## config.mk

```make
export PLATFORM = sky130hd
export DESIGN_NAME = uart_cmd_rx_flat
export DESIGN_NICKNAME = d
export VERILOG_FILES = /design/src/rtl/uart_cmd_rx_if.sv /design/src/rtl/uart_cmd_rx.sv /design/src/flat_wrapper.sv
export SDC_FILE = /design/constraint.sdc
export NUM_CORES = 1
export LEC_CHECK = 0
export ABC_CLOCK_PERIOD_IN_PS = 2200
export CORE_MARGIN = 5
export CORE_UTILIZATION = 50
export CTS_BUF_LIST = sky130_fd_sc_hd__clkbuf_16
export CTS_CLUSTER_SIZE = 20
export DETAILED_ROUTE_END_ITERATION = 7
export HOLD_SLACK_MARGIN = 0.12
export PLACE_DENSITY = 0.69
export SLEW_MARGIN = 5
export SYNTH_ARGS = -nofsm -noshare
export SYNTH_HDL_FRONTEND = slang
export SYNTH_SLANG_ARGS = --single-unit
```

## constraint.sdc

```tcl
create_clock -name clk -period 2.2 [get_ports clk]
set_input_delay 0.55 -clock clk [delete_from_list [all_inputs] [get_ports clk]]
set_output_delay 0.55 -clock clk [all_outputs]
set_load 0.05 [all_outputs]
```

## src/rtl/uart_cmd_rx_if.sv

```systemverilog
// Command-link receive bundle: serial pin and consumer handshake on one side,
// received byte and status flags on the other.
interface uart_cmd_rx_if;
  logic       RX;       // serial line, idles high
  logic       clr_rdy;  // consumer acknowledge
  logic [7:0] rx_data;  // last correctly framed byte
  logic       rdy;      // new byte held in rx_data
  logic       frm_err;  // sticky: stop bit sampled low
  logic       ovr_err;  // sticky: byte overwritten while rdy set

  // master: the receiver block
  modport master (
    input  RX, clr_rdy,
    output rx_data, rdy, frm_err, ovr_err
  );

  // slave: the line driver / command consumer
  modport slave (
    output RX, clr_rdy,
    input  rx_data, rdy, frm_err, ovr_err
  );
endinterface

```

## src/rtl/uart_cmd_rx.sv

```systemverilog
// 8N1 UART receiver for the Segway command link. Two-flop pin synchronizer,
// mid-bit sampling with false-start rejection, framing-error/break handling
// and overrun flagging; bytes are presented with a rdy / clr_rdy handshake.
module uart_cmd_rx #(
  parameter int BAUD_DIV = 2604,        // clocks per bit
  parameter int HALF     = BAUD_DIV/2   // start-edge detect to start-bit sample
) (
  input  logic          clk,
  input  logic          rst,
  uart_cmd_rx_if.master bus
);

  // Counter is at least 12 bits, wider if BAUD_DIV needs it.
  localparam int CW_MIN = $clog2(BAUD_DIV + 1);
  localparam int CW     = (CW_MIN > 12) ? CW_MIN : 12;

  // The counter is loaded with (interval - 1) so that the cycle on which it
  // reaches zero lies exactly HALF / BAUD_DIV cycles after the loading cycle.
  localparam logic [CW-1:0] HALF_LD = CW'(HALF - 1);
  localparam logic [CW-1:0] FULL_LD = CW'(BAUD_DIV - 1);

  if (BAUD_DIV < 4) begin : g_bad_div
    $error("uart_cmd_rx: BAUD_DIV must be >= 4");
  end
  if (HALF < 1 || HALF >= BAUD_DIV) begin : g_bad_half
    $error("uart_cmd_rx: HALF must lie in [1, BAUD_DIV-1]");
  end

  typedef enum logic [2:0] {
    IDLE,
    START,
    DATA,
    STOP,
    WAIT_HI
  } state_t;

  state_t          state_q, state_d;
  logic            rx_meta_q, rx_s_q;
  logic [CW-1:0]   baud_cnt_q, baud_cnt_d;
  logic [3:0]      bit_cnt_q, bit_cnt_d;
  logic [7:0]      shft_q, shft_d;
  logic [7:0]      rx_data_q, rx_data_d;
  logic            rdy_q, rdy_d;
  logic            frm_q, frm_d;
  logic            ovr_q, ovr_d;

  logic            sample;
  logic            rdy_set, frm_set, ovr_set;

  assign sample = (baud_cnt_q == '0);

  // Pin synchronizer; both stages reset to the idle (high) level.
  always_ff @(posedge clk) begin
    if (rst) begin
      rx_meta_q <= 1'b1;
      rx_s_q    <= 1'b1;
    end else begin
      rx_meta_q <= bus.RX;
      rx_s_q    <= rx_meta_q;
    end
  end

  // State, datapath and status registers.
  always_ff @(posedge clk) begin
    if (rst) begin
      state_q    <= IDLE;
      baud_cnt_q <= '0;
      bit_cnt_q  <= '0;
      shft_q     <= '0;
      rx_data_q  <= '0;
      rdy_q      <= 1'b0;
      frm_q      <= 1'b0;
      ovr_q      <= 1'b0;
    end else begin
      state_q    <= state_d;
      baud_cnt_q <= baud_cnt_d;
      bit_cnt_q  <= bit_cnt_d;
      shft_q     <= shft_d;
      rx_data_q  <= rx_data_d;
      rdy_q      <= rdy_d;
      frm_q      <= frm_d;
      ovr_q      <= ovr_d;
    end
  end

  // Next-state, sampling and flag set/clear logic.
  always_comb begin
    state_d    = state_q;
    baud_cnt_d = (baud_cnt_q != '0) ? (baud_cnt_q - CW'(1)) : '0;
    bit_cnt_d  = bit_cnt_q;
    shft_d     = shft_q;
    rx_data_d  = rx_data_q;
    rdy_set    = 1'b0;
    frm_set    = 1'b0;
    ovr_set    = 1'b0;

    unique case (state_q)
      IDLE: begin
        if (!rx_s_q) begin
          baud_cnt_d = HALF_LD;
          state_d    = START;
        end
      end

      START: begin
        if (sample) begin
          if (rx_s_q) begin
            // Line back high by mid start bit: a glitch, not a frame.
            state_d = IDLE;
          end else begin
            baud_cnt_d = FULL_LD;
            bit_cnt_d  = '0;
            state_d    = DATA;
          end
        end
      end

      DATA: begin
        if (sample) begin
          shft_d     = {rx_s_q, shft_q[7:1]};   // LSB first
          bit_cnt_d  = bit_cnt_q + 4'd1;
          baud_cnt_d = FULL_LD;
          if (bit_cnt_q == 4'd7) state_d = STOP;
        end
      end

      STOP: begin
        if (sample) begin
          if (rx_s_q) begin
            rx_data_d = shft_q;
            rdy_set   = 1'b1;
            // An acknowledge in this very cycle means the old byte was taken.
            if (rdy_q && !bus.clr_rdy) ovr_set = 1'b1;
            state_d   = IDLE;
          end else begin
            // Keep the last good byte; wait out the low line (break).
            frm_set = 1'b1;
            state_d = WAIT_HI;
          end
        end
      end

      WAIT_HI: begin
        if (rx_s_q) state_d = IDLE;
      end

      default: state_d = IDLE;
    endcase

    // Sticky flags: a set in the same cycle as clr_rdy wins.
    rdy_d = rdy_set | (rdy_q & ~bus.clr_rdy);
    frm_d = frm_set | (frm_q & ~bus.clr_rdy);
    ovr_d = ovr_set | (ovr_q & ~bus.clr_rdy);
  end

  assign bus.rx_data = rx_data_q;
  assign bus.rdy     = rdy_q;
  assign bus.frm_err = frm_q;
  assign bus.ovr_err = ovr_q;

endmodule

```

## src/flat_wrapper.sv

```systemverilog
// flat-port wrapper written by rule: the top's interface ports become plain ports
module uart_cmd_rx_flat 
#(
  parameter int BAUD_DIV = 2604,                         
  parameter int HALF     = BAUD_DIV/2                                           
)
  (clk, rst, bus_RX, bus_clr_rdy, bus_rx_data, bus_rdy, bus_frm_err, bus_ovr_err);
  uart_cmd_rx_if bus_i ();
  input  logic clk;
  input  logic rst;
  input wire logic [$bits(bus_i.RX)-1:0] bus_RX;
  input wire logic [$bits(bus_i.clr_rdy)-1:0] bus_clr_rdy;
  output wire logic [$bits(bus_i.rx_data)-1:0] bus_rx_data;
  output wire logic [$bits(bus_i.rdy)-1:0] bus_rdy;
  output wire logic [$bits(bus_i.frm_err)-1:0] bus_frm_err;
  output wire logic [$bits(bus_i.ovr_err)-1:0] bus_ovr_err;
  assign bus_i.RX = bus_RX;
  assign bus_i.clr_rdy = bus_clr_rdy;
  assign bus_rx_data = bus_i.rx_data;
  assign bus_rdy = bus_i.rdy;
  assign bus_frm_err = bus_i.frm_err;
  assign bus_ovr_err = bus_i.ovr_err;
  uart_cmd_rx #(.BAUD_DIV(BAUD_DIV), .HALF(HALF)) u_core (.clk(clk), .rst(rst), .bus(bus_i));
endmodule
```

==> results_dict.tcl <==
set metrics [dict create \
    grt_pass1_wl_mm 6.63 \
    yosysUniqueCellTypes 42 \
    drc_errors 0 \
    startpoint_type "flop" \
    path_class "flop to output port" \
    post_cts_buffers 0 \
    async_flop_share_pct 0 \
    drive_gt1_share_pct 9.55 \
    fin_nets 226 \
    antenna_found_initial 0 \
    diodes 0 \
    ctsResizeCount 0 \
    wl_met3_um 113 \
    yosys_register_bits 40 \
    rrSetupSlack_ps 330 \
    pin_count 15 \
    fin_ws_ps 200 \
    worstHoldStart "u_core.rx_meta_q" \
    max_cap_viol_count 0 \
    dpl_worst_slack_ps 343 \
    min_to "u_core.rx_s_q" \
    grt_setup_unrepaired "false" \
    areaGrowthSynthToFinish_pct 19.9 \
    place_area_mm2 0.00200 \
    crit_chain "clkdlybuf4s50_1" \
    ctsHtreeMaxLevel 2 \
    max_stage_delay_ps 820 \
    syn_area_mm2 0.00181 \
    dr.max_layer_used "met4" \
    cp-startpoint "u_core.bus.rdy" \
    track_usage_pct 16.7 \
    crit_path_end_kind "output port" \
    ys.flop_type "dfxtp_1" \
    yosys_warnings 0 \
    clock-root-buffer "clkbuf_16" \
    power_density_mw_per_mm2 1070 \
    finalCritPeriodShare_pct 90.9 \
    min_path_cells 1 \
    cts_tree "built" \
    fin_worst_skew_ps 3.85 \
    dieWidth_um 70.1 \
    ant_nets 0 \
    clk_pin_slew_ps 60 \
    status "completed" \
    wl_met2_mm 1.95 \
    p_leak_uw 0.000766 \
    cts_sinks 40 \
    yosysSeqAreaShare_pct 44.3 \
    cts-buffers-inserted 5 \
    synthCells 204 \
    coreArea_mm2 0.00342 \
    wl_met1_mm 1.68 \
    wirelength_mm 3.79 \
    critPathBufInv 1 \
    gp_congestion 0.782 \
    hold_slack_ps 413 \
    crit_required_ps 1650 \
    drt-initial-drc-count 64 \
    synth.most_common_cell "dfxtp_1" \
    r2r-start "u_core.baud_cnt_q[0]" \
    timing.rr.end "u_core.baud_cnt_q[9]" \
    row_count 21 \
    die-area_mm2 0.00492 \
    firstDrtPassIters 4 \
    synth_nets 211 \
    hold_path_class "flop to flop" \
    clk_latency_ps 280 \
    viasPerCell 5.69 \
    place_hpwl_mm 2.67 \
    tns_ps 0 \
    critPathTopFamily "buffers and inverters" \
    min_period_ps 2000 \
    hold_viol_final 0 \
    synth_top_area_share_pct 44.3 \
    synth_edf_count 0 \
    fillers 300 \
    grt.overflow.total 0 \
    slew_headroom_pct 62.3 \
    fmax_ghz 0.500 \
    cp_max_fo 3 \
    die_y_um 70.1 \
    via_count 1514 \
    synth_commonest_cells "dfxtp_1, a21oi_1, nor2_1" \
    setup_violations 0 \
    grt_pass1_vias 1515 \
    drv_slew 0 \
    cts_hold_buf 0 \
    worst_pin_slew_ps 564 \
    drt-wirelength-per-cell_um 14.3 \
    clock_path_buffers 2 \
    synth_top_area_cell "dfxtp_1" \
    grt_max_degree 21 \
    worstPathArrival_ps 1450 \
    vdd_drop_max_mv 0.605 \
    cpMaxStageDelayCell "clkdlybuf4s50_1" \
    portBuffers 14 \
    r2r_cells 7 \
    synthTopCellsByArea "dfxtp_1, a21oi_1, mux2i_1" \
    finalInstanceArea_mm2 0.00217 \
    avgSynthCellArea_um2 8.86 \
    start_util_pct 52.9 \
]
worst max path at each step:
stage,endpoint,slack (ps),cells past startpoint
final,bus_rdy,200,1
after global routing,bus_rdy,160,1
after CTS,bus_rdy,190,1
after detailed placement,u_core.baud_cnt_q[9],340,7
after global placement,u_core.state_q[0],380,6
after floorplan,u_core.shft_q[7],540,8
flip-flops by register name (all words and copies together) (netlist names):
signal              cells
u_core.baud_cnt_q      12
u_core.bus.rx_data      8
u_core.shft_q           8
u_core.bit_cnt_q        4
u_core.state_q          3
u_core.bus.frm_err      1
u_core.bus.ovr_err      1
u_core.bus.rdy          1
u_core.rx_meta_q        1
u_core.rx_s_q           1
logic make-up after synthesis:
group	Yosys count	synth area share (%)
flops	40	44.3
buf+inv	20	4.64
xor+xnor	6	2.91
mux	9	4.99
fa+ha+maj	3	2.08
simple gates	74	24.4
compound gates	52	16.7
layer usage:
layer | vias to the layer above | GRT usage, %
met4 | 0 | 7.45
met2 | 27 | 30.3
li1 | 762 | -
met5 | - | 0
met1 | 719 | 18.0
met3 | 6 | 4.30
cells in the final DEF (no fill, tap or decap), types with 2 or more instances in the layout:
cell	n
dfxtp_1	40
a21oi_1	22
nor2_1	21
clkdlybuf4s50_1	14
o21ai_0	10
nand3_1	10
mux2i_1	9
nand2_1	9
inv_1	7
buf_4	7
o21ai_1	5
nand2b_1	5
nor3_1	5
clkbuf_16	5
xor2_1	4
nor4b_1	3
or4_1	3
nor2b_1	3
a31oi_1	3
ha_1	3
and4_1	2
nor3b_1	2
nor4_1	2
or2_2	2
o31ai_1	2
o22ai_1	2
xnor2_1	2
cell type report:
type,instances,area [µm²],area share [%]
Multi-Input combinational cell,144,922,42.6
Inverter,7,26.3,1.21
Sequential cell,40,801,37.0
Clock buffer,5,125,5.77
Timing Repair Buffer,21,193,8.89
Clock inverter,3,42.5,1.96
Tap cell,46,57.6,2.66
where the power goes:
part           switching [µW]  leakage (µW)  internal (µW)
sequential                117      0.000325            801
clock                     283     0.0000814            532
combinational             322      0.000359            266
total                     722      0.000766           1600
stage by stage:
stage | power, µW | cells | util (%)
after floorplan | 1360 | 204 | -
after global placement | 1490 | 258 | 58.5
after detailed placement | 1510 | 258 | 58.5
after CTS | 2340 | 266 | 63.4
after global routing | 2450 | 266 | 63.4
final | 2320 | 266 | 63.4
Power figures use the tool's default switching activity.
